### src/rtl/dbus_arb_pkg.sv
// dbus_arb_pkg: state encoding, master indices and default widths for dbus_arbiter
package dbus_arb_pkg;
    typedef enum logic [1:0] {IDLE = 2'b00, BUSY = 2'b01, RESP = 2'b10} state_t;
    localparam logic M_CPU = 1'b0;
    localparam logic M_AUX = 1'b1;
    localparam logic [31:0] TIMEOUT_DATA = 32'hDEAD_BEEF;
    localparam int DEF_ADDR_W = 32;
    localparam int DEF_DATA_W = 32;
endpackage

### src/rtl/arb_rr_pick.sv
// arb_rr_pick: two-way round-robin picker; a tie goes to the master that did not own the bus last
module arb_rr_pick (
    input  logic [1:0] req,
    input  logic       last_owner,
    output logic       grant_valid,
    output logic       grant_idx
);
    assign grant_valid = |req;
    assign grant_idx   = (req == 2'b11) ? ~last_owner : req[1];
endmodule

### src/rtl/dbus_arbiter.sv
// dbus_arbiter: shares the Bridge data port between the MEM stage (m0) and an auxiliary master (m1).
// Optional BUSY watchdog enabled by defining DBUS_ARB_TIMEOUT_EN.
module dbus_arbiter
    import dbus_arb_pkg::*;
#(
    parameter int ADDR_W         = DEF_ADDR_W,
    parameter int DATA_W         = DEF_DATA_W,
    parameter int TIMEOUT_CYCLES = 255
) (
    input  logic              cpu_clk,
    input  logic              cpu_rst,
    input  logic              m0_req,
    input  logic              m0_wen,
    input  logic [ADDR_W-1:0] m0_addr,
    input  logic [DATA_W-1:0] m0_wdata,
    output logic              m0_done,
    output logic [DATA_W-1:0] m0_rdata,
    output logic              m0_err,
    output logic              m0_stall,
    input  logic              m1_req,
    input  logic              m1_wen,
    input  logic [ADDR_W-1:0] m1_addr,
    input  logic [DATA_W-1:0] m1_wdata,
    output logic              m1_done,
    output logic [DATA_W-1:0] m1_rdata,
    output logic              m1_err,
    output logic              bus_req,
    output logic              bus_wen,
    output logic [ADDR_W-1:0] bus_addr,
    output logic [DATA_W-1:0] bus_wdata,
    input  logic              bus_ack,
    input  logic [DATA_W-1:0] bus_rdata,
    output logic              owner,
    output logic              busy
);
    state_t            state_q, state_d;
    logic              last_owner_q, owner_q, bus_req_q, bus_wen_q, err_q;
    logic [ADDR_W-1:0] bus_addr_q;
    logic [DATA_W-1:0] bus_wdata_q, rdata_q;
    logic              grant_valid, grant_idx, to_hit, grant, finish;

    arb_rr_pick u_pick (
        .req        ({m1_req, m0_req}),
        .last_owner (last_owner_q),
        .grant_valid(grant_valid),
        .grant_idx  (grant_idx)
    );

`ifdef DBUS_ARB_TIMEOUT_EN
    localparam int CNT_W = (TIMEOUT_CYCLES > 255) ? $clog2(TIMEOUT_CYCLES + 1) : 8;
    logic [CNT_W-1:0] cnt_q;
    always_ff @(posedge cpu_clk or negedge cpu_rst) begin
        if (!cpu_rst) cnt_q <= '0;
        else          cnt_q <= (state_q == BUSY) ? cnt_q + 1'b1 : '0;
    end
    // an ack arriving on the limit cycle still completes normally
    assign to_hit = (state_q == BUSY) && !bus_ack && (cnt_q == CNT_W'(TIMEOUT_CYCLES - 1));
`else
    logic unused_timeout;
    assign unused_timeout = ^TIMEOUT_CYCLES;
    assign to_hit = 1'b0;
`endif

    assign grant  = (state_q == IDLE) && grant_valid;
    assign finish = (state_q == BUSY) && (bus_ack || to_hit);

    always_ff @(posedge cpu_clk or negedge cpu_rst) begin
        if (!cpu_rst) state_q <= IDLE;
        else          state_q <= state_d;
    end

    always_comb begin
        state_d = state_q;
        state_d = grant ? BUSY : finish ? RESP : (state_q == RESP) ? IDLE : state_q;
    end

    always_ff @(posedge cpu_clk or negedge cpu_rst) begin
        if (!cpu_rst) begin
            last_owner_q <= 1'b1;
            owner_q      <= 1'b0;
            bus_req_q    <= 1'b0;
            bus_wen_q    <= 1'b0;
            bus_addr_q   <= '0;
            bus_wdata_q  <= '0;
            rdata_q      <= '0;
            err_q        <= 1'b0;
        end else begin
            if (grant) begin
                owner_q     <= grant_idx;
                bus_req_q   <= 1'b1;
                bus_wen_q   <= grant_idx ? m1_wen : m0_wen;
                bus_addr_q  <= grant_idx ? m1_addr : m0_addr;
                bus_wdata_q <= grant_idx ? m1_wdata : m0_wdata;
            end
            if (finish) begin
                bus_req_q    <= 1'b0;
                last_owner_q <= owner_q;
                rdata_q      <= to_hit ? DATA_W'(TIMEOUT_DATA) : bus_wen_q ? '0 : bus_rdata;
                err_q        <= to_hit;
            end
        end
    end

    assign m0_done   = (state_q == RESP) && (owner_q == M_CPU);
    assign m1_done   = (state_q == RESP) && (owner_q == M_AUX);
    assign m0_rdata  = m0_done ? rdata_q : '0;
    assign m1_rdata  = m1_done ? rdata_q : '0;
    assign m0_err    = m0_done & err_q;
    assign m1_err    = m1_done & err_q;
    assign m0_stall  = m0_req & ~m0_done;
    assign bus_req   = bus_req_q;
    assign bus_wen   = bus_wen_q;
    assign bus_addr  = bus_addr_q;
    assign bus_wdata = bus_wdata_q;
    assign owner     = owner_q;
    assign busy      = (state_q != IDLE);
endmodule

### config.mk
export PLATFORM = sky130hd
export DESIGN_NAME = dbus_arbiter
export DESIGN_NICKNAME = d
export VERILOG_FILES = /design/src/rtl/dbus_arb_pkg.sv /design/src/rtl/arb_rr_pick.sv /design/src/rtl/dbus_arbiter.sv
export SDC_FILE = /design/constraint.sdc
export NUM_CORES = 1
export LEC_CHECK = 0
export BUFFER_PORTS_ARGS = -buffer_cell sky130_fd_sc_hd__buf_2
export CAP_MARGIN = 20
export CORE_ASPECT_RATIO = 1.25
export CORE_MARGIN = 2
export CORE_UTILIZATION = 25
export CTS_BUF_LIST = sky130_fd_sc_hd__clkbuf_4
export CTS_CLUSTER_DIAMETER = 100
export DETAILED_ROUTE_END_ITERATION = 12
export PLACE_DENSITY_LB_ADDON = 0.1
export SYNTH_ARGS = -nofsm -noshare
export SYNTH_HDL_FRONTEND = slang
export SYNTH_SLANG_ARGS = --single-unit
### constraint.sdc
create_clock -name cpu_clk -period 2.2 [get_ports cpu_clk]
set_input_delay 0.44 -clock cpu_clk [delete_from_list [all_inputs] [get_ports cpu_clk]]
set_output_delay 0.44 -clock cpu_clk [all_outputs]
set_load 0.02 [all_outputs]
==> results.md, run 1 <==
* Avg Cell Area, Syn at 12.5 um^2
* Most frequent cells in the layout: buf_2, dfrtp_1, mux2_4, buf_6, mux2_2
* Clk pwr share at 11.0%
* Pwr dens at 1180 nW/um^2
* CTS Sinks at 102
* Num rows at 60
* RSZ-0062 raised after global routing: yes
* Number of CTS-inserted buffers at 9
* Min cycle time layout at 2.14 ns
* Root buf cell: clkbuf_4
* Routed wire length at 15.6 mm
* Syn Std Cell Area at 5470 um^2
* Initial antenna violation count at 1
* Worst endpoint required time at 1.76 ns
* Post-DP Area at 7290 um^2
* Setup tns final at 0 ns
* Hold crit path type: in2reg
* Top delay family on crit path: flip-flops
* Most frequent CP cell: buf_6
* Setup Skew at 0.0144 ns
* RD Place Congestion at 0.684
* Fin util at 37.7%
* Slew Viols, Final at 0
* Final ANT Viol Nets at 0
* VDD IR max at 0.459 mV
* FMAX at 0.466 GHz
* Setup violators final at 0
* Worst setup EP type: output pin
* CP max stage delay at 0.46 ns
* Post-DR vias/cell at ~4.2
* IO Pins at 304
* CTS clock-pin slew for the worst setup and hold paths at 0.16 ns
* First-pass GRT wire length at 23.7 mm
* DRC Markers at 0
* Initial detailed-routing violation count at 80
* Internal power at around 5.7 mW
* CP cell instances: nor3b_4, buf_6, buf_12, and2_1, buf_6
* Critical path launch point type: flop
* Post-Layout Cell Count at 1025
* GRT Resource Usage Total at 13.1%
* Clock buffer depth at 2
* CTS tree: built
* Core Box Area at ~21000 um^2
* Vias at 4315
* Worst skew pair latency at 0.46 ns
* P_sw at between 3 and 4 mW
* Commonest non-fill, non-tap cell in the layout: buf_2
* Final Cycle Share at 97.5%
* Fin area at just over 8000 um^2
* Slowest cell on crit path: dfrtp_2
* YS warnings at 0
* Die W at 136 um
* Area grow syn2layout at 47.9%
* Height of the die at 169 um
* Final Hold Fails at 0
* Pre-antenna DRT Iters at 4
* Worst-Margin Slew at roughly 0.57 ns
* Fin nets at between 900 and 1k
* Layout cells sized above 1 at between 60% and 70%
* Full die area at roughly 23000 um^2
* Comb power frac at 53.4%
* Status: completed
* Placed Cells at 998
* Vias in the first global route at 4513
* Avg WL per Cell at around 15 um
* Synthesis-stage register bit count at 102
* Max Cap Violations at 0
* Sequential Power Share at a little over a third
* Distinct cell type count of the synthesized netlist at 25
* Mapped Cells at 439
* Leakage at 4.05 nW
* Pre-CTS setup slack at 0.393 ns
* CP Buf/Inv Count at 3
* Overflow after GRT at 0
* Largest net degree at the start of global routing at 103
* CTS HTree Levels at 3
* Final worst setup slack at around 0.056 ns
* Worst slew margin at 61.9%
* Sw Share at 40.2%
* CP max FO at 15
* Initial core utilization at between 20 and 30%
* Power Total at 9.55 mW
* Sequential area share after synthesis at 46.7%
* DP Wirelength at 11.1 mm
* CP arrival at 1.70 ns
* Critical setup path kind: reg2out
* Port bufs at 301
* Worst Hold Slack at 0.196 ns
* Fill count at 2179
## final timing paths
path / end / depth (start not counted) / startpoint / slack [ns]
hold / removal: state_q[1] / 2 / bus_ack / 0.20
max in group asynchronous: bus_wdata[29] / 3 / cpu_rst / 1.20
setup / recovery: m0_rdata[2] / 5 / state_q[0] / 0.06
min in group asynchronous: rdata_q[25] / 3 / cpu_rst / 0.56
setup reg to reg: bus_wdata[30] / 5 / state_q[0] / 0.37
hold reg to reg: bus_req / 1 / bus_req / 0.52
## power groups by stage
stage          combinational, mW  clock, mW  sequential (mW)
2_1_floorplan               2.47          0             4.09
3_3_place_gp                4.68          0             3.39
3_5_place_dp                4.76          0             3.41
4_1_cts                     4.94       1.12             3.40
5_1_grt                     5.51       1.20             3.55
6_report                    5.10       1.05             3.40
## cell families (layout without fill, tap and decap cells)
family          after synthesis  after routing  share of synthesized area, %
simple gates                135            135                          14.1
mux                         131            131                          31.8
flops                       102            102                          46.7
compound gates               38             38                          3.75
buf+inv                      32            337                          3.66
other cells                   1              3                        0.0686
## state kept, by name (all words and copies together) (netlist names)
| signal | flops |
|---|---|
| bus_req | 1 |
| rdata_q | 32 |
| state_q | 2 |
| bus_wen | 1 |
| last_owner_q | 1 |
| bus_addr | 32 |
| owner | 1 |
| bus_wdata | 32 |
## final cells by class
| class | count | area [um^2] | area share [%] |
|---|---|---|---|
| Antenna cell | 1 | 2.50 | 0.0309 |
| Clock buffer | 9 | 67.6 | 0.835 |
| Clock inverter | 7 | 77.6 | 0.959 |
| Multi-Input combinational cell | 306 | 2850 | 35.2 |
| Sequential cell | 102 | 2560 | 31.6 |
| Tap cell | 279 | 349 | 4.32 |
| Timing Repair Buffer | 321 | 2190 | 27.1 |
## cells in the mapped netlist
library cell,number,area [um^2]
o21ai_0,33,165
buf_4,4,30.0
nand2b_1,32,200
nor3b_1,1,7.51
dfrtp_1,101,2530
a21o_1,1,7.51
and2_1,64,400
nand2_1,32,120
o21a_1,2,15.0
nand3b_1,1,7.51
nor2b_1,1,6.26
nor2_1,1,3.75
buf_2,4,20.0
a21bo_2,1,10.0
buf_6,8,90.1
mux2_4,70,1050
and3b_1,1,8.76
mux2_2,61,687
clkbuf_1,15,56.3
or2_4,1,8.76
nor2_2,1,6.26
buf_1,1,3.75
conb_1,1,3.75
o31ai_1,1,7.51
dfstp_2,1,26.3
## per-layer routing
| layer | global-route usage [%] | vias to the layer above | routed length, um |
|---|---|---|---|
| li1 | - | 2074 | - |
| met1 | 14.5 | 2050 | 5840 |
| met2 | 23.6 | 180 | 8250 |
| met3 | 3.91 | 11 | 1290 |
| met4 | 4.89 | 0 | 221 |
| met5 | 0 | - | 0 |
## repair_timing
action | in CTS | in global routing
gates cloned | 2 | 1
pin swaps | 0 | 17
hold buffers | 1 | 0
buffers inserted | 4 | 2
setup endpoints to repair | 61 | 60
gates resized for setup | 45 | 142
endpoints found under the hold margin | 2 | 0
No activity file was read; power rests on OpenSTA's default activity.
==> inputs of run 2 (changes only) <==
--- a/config.mk
+++ b/config.mk
@@ -5,7 +5,6 @@
 export SDC_FILE = /design/constraint.sdc
 export NUM_CORES = 1
 export LEC_CHECK = 0
-export BUFFER_PORTS_ARGS = -buffer_cell sky130_fd_sc_hd__buf_2
 export CAP_MARGIN = 20
 export CORE_ASPECT_RATIO = 1.25
 export CORE_MARGIN = 2
@@ -13,6 +12,7 @@
 export CTS_BUF_LIST = sky130_fd_sc_hd__clkbuf_4
 export CTS_CLUSTER_DIAMETER = 100
 export DETAILED_ROUTE_END_ITERATION = 12
+export DONT_BUFFER_PORTS = 1
 export PLACE_DENSITY_LB_ADDON = 0.1
 export SYNTH_ARGS = -nofsm -noshare
 export SYNTH_HDL_FRONTEND = slang
==> constraint.sdc (replaced) <==
create_clock -name cpu_clk -period 2.15 [get_ports cpu_clk]
set_input_delay 0.43 -clock cpu_clk [delete_from_list [all_inputs] [get_ports cpu_clk]]
set_output_delay 0.43 -clock cpu_clk [all_outputs]
set_load 0.02 [all_outputs]
==> run 2 against run 1 <==
  * The flow now finishes with violations (hold timing)
  * Cell count decreased by 30%
  * Combinational power decreased by 42%
  * Clock power about the same
  * Clock-buffer cell count increased by 1
  * Via count decreased by 27%
  * Total power decreased by 11%
  * Cell area decreased by 25%
  * Critical endpoint is now m0_rdata[12]
  * Largest power group is now registers
==> results.md, run 2 (synthesis results as in run 1) <==
* Status: complete, but fails checks
* Failing checks: hold timing
* Height of the die at 169 um
* Crit Reg-Reg Endpoint: bus_addr[9]
* Post-DR vias/cell at 4.44
* Vias at 3170
* Worst reg2reg startpoint: last_owner_q
* IO Pins at 304
* Final ANT Viol Nets at 0
* Vias in the first global route at between 3k and 4k
* Num rows at 60
* Max Cap Violations at 0
* Fill count at roughly 2.3k
* FF-to-FF path depth at 4
* Min cycle time layout at 2.11 ns
* Setup Skew at 0.0286 ns
* Commonest non-fill, non-tap cell in the layout: dfrtp_1
* Initial antenna violation count at 1
* Pre-antenna DRT Iters at 4
* Critical setup path kind: reg2out
* RSZ-0062 raised after global routing: yes
* RD Place Congestion at 0.709
* Full die area at between 20000 and 25000 um^2
* Slew Viols, Final at 0
* Met3 routed WL at 1.20 mm
* Largest net degree at the start of global routing at 103
* Critical path launch point type: flop
* CTS tree: built
* Most frequent cells in the layout: dfrtp_1, mux2_4, mux2_2, and2_2, o21ai_0
* Placed Cells at between 600 and 700
* Post-Layout Cell Count at a little over 700
* Met2 WL at 6.67 mm
* DP Wirelength at 9.26 mm
* Port bufs at 0
* Pwr dens at 1400 nW/um^2
* Fin nets at 597
* Root buf cell: clkbuf_4
* Initial core utilization at 25.5%
* Worst Hold Slack at -0.370 ns
* Post-route met1 wirelength at about 4.7 mm
* CTS clock-pin slew for the worst setup and hold paths at 0.16 ns
* CP max FO at 30
* Worst Setup SP: owner
* Hold crit path type: in2async
* CP arrival at 1.68 ns
* Core Box Area at roughly 21000 um^2
* GRT Resource Usage Total at 11.0%
* Reg2reg setup slack at ~0.39 ns
* Leakage at 2.66 nW
* Max Used Layer: met4
* CTS Sinks at 102
* Final Hold Fails at 102
* Setup violators final at 0
* Number of CTS-inserted buffers at 9
* Layout cells sized above 1 at 51.8%
* DRC Markers at 0
* Power Total at between 8 and 9 mW
* FMAX at 0.473 GHz
* Overflow after GRT at 0
* First-pass GRT wire length at 19.2 mm
* Area grow syn2layout at 10.5%
* Worst Setup EP: m0_rdata[12]
* Worst setup EP type: output pin
* Routed wire length at 12.7 mm
* CTS HTree Levels at 3
* Avg WL per Cell at 17.8 um
* Worst endpoint required time at 1.72 ns
* Die W at 136 um
* Worst skew pair latency at 0.47 ns
* Initial detailed-routing violation count at 57
* Final Cycle Share at 98.4%
* Clock buffer depth at 2
* VDD IR max at 0.495 mV
## run 2: cell type report
cell class / count / area [um^2] / share of cell area (%)
multi-input cells: 306 / 2850 / 47.2
flip-flops and latches: 102 / 2550 / 42.3
well taps: 279 / 349 / 5.78
repair buffers: 11 / 149 / 2.46
clock buffers: 10 / 75.1 / 1.24
clock inverters: 5 / 60.1 / 0.994
diodes: 1 / 2.50 / 0.0414
## run 2: worst min path at each step
stage	startpoint	endpoint	slack (ns)	cells after the start
2_1_floorplan	cpu_rst	bus_addr[0]	0.13	0
3_3_place_gp	cpu_rst	rdata_q[24]	0.14	0
3_5_place_dp	cpu_rst	rdata_q[24]	0.14	0
4_1_cts	cpu_rst	rdata_q[24]	-0.44	0
5_1_grt	cpu_rst	rdata_q[8]	-0.48	0
6_report	cpu_rst	rdata_q[24]	-0.37	0
## run 2: metal layers
metal | vias up | GRT usage, %
met4 | 0 | 3.67
met3 | 8 | 4.24
met2 | 181 | 19.4
li1 | 1452 | -
met5 | - | 0
met1 | 1529 | 12.0
## run 2: timing repair
action / CTS / global route
endpoints found under the hold margin: 102 / 102
resized for setup: 61 / 32
pin swaps: 1 / 28
cloned: 0 / 0
buffers inserted: 0 / 1
setup endpoints to repair: 64 / 63
## run 2: critical path, stage by stage (launching register included)
cell	delay, ns
dfrtp_2	0.51
nor3b_2	0.26
buf_6	0.23
and2_2	0.24
## run 2: where the power goes
| group | switching (mW) | leakage (nW) | internal, mW |
|---|---|---|---|
| combinational | 1.25 | 1.35 | 1.70 |
| sequential | 1.60 | 1.24 | 2.87 |
| clock | 0.678 | 0.0745 | 0.368 |
## run 2: per-stage QoR
step / utilization [%] / setup TNS, ns / setup slack, ns / hold WS [ns] / cell area (um^2)
3_5_place_dp: 26.9 / 0 / 0.366 / 0.139 / 5780
4_1_cts: 27.9 / -1.12 / -0.0451 / -0.440 / 5990
3_3_place_gp: 26.9 / 0 / 0.399 / 0.139 / 5780
6_report: 28.1 / 0 / 0.0352 / -0.370 / 6040
5_1_grt: 28.1 / -3.82 / -0.119 / -0.476 / 6040
2_1_floorplan: - / 0 / 0.134 / 0.134 / 5470
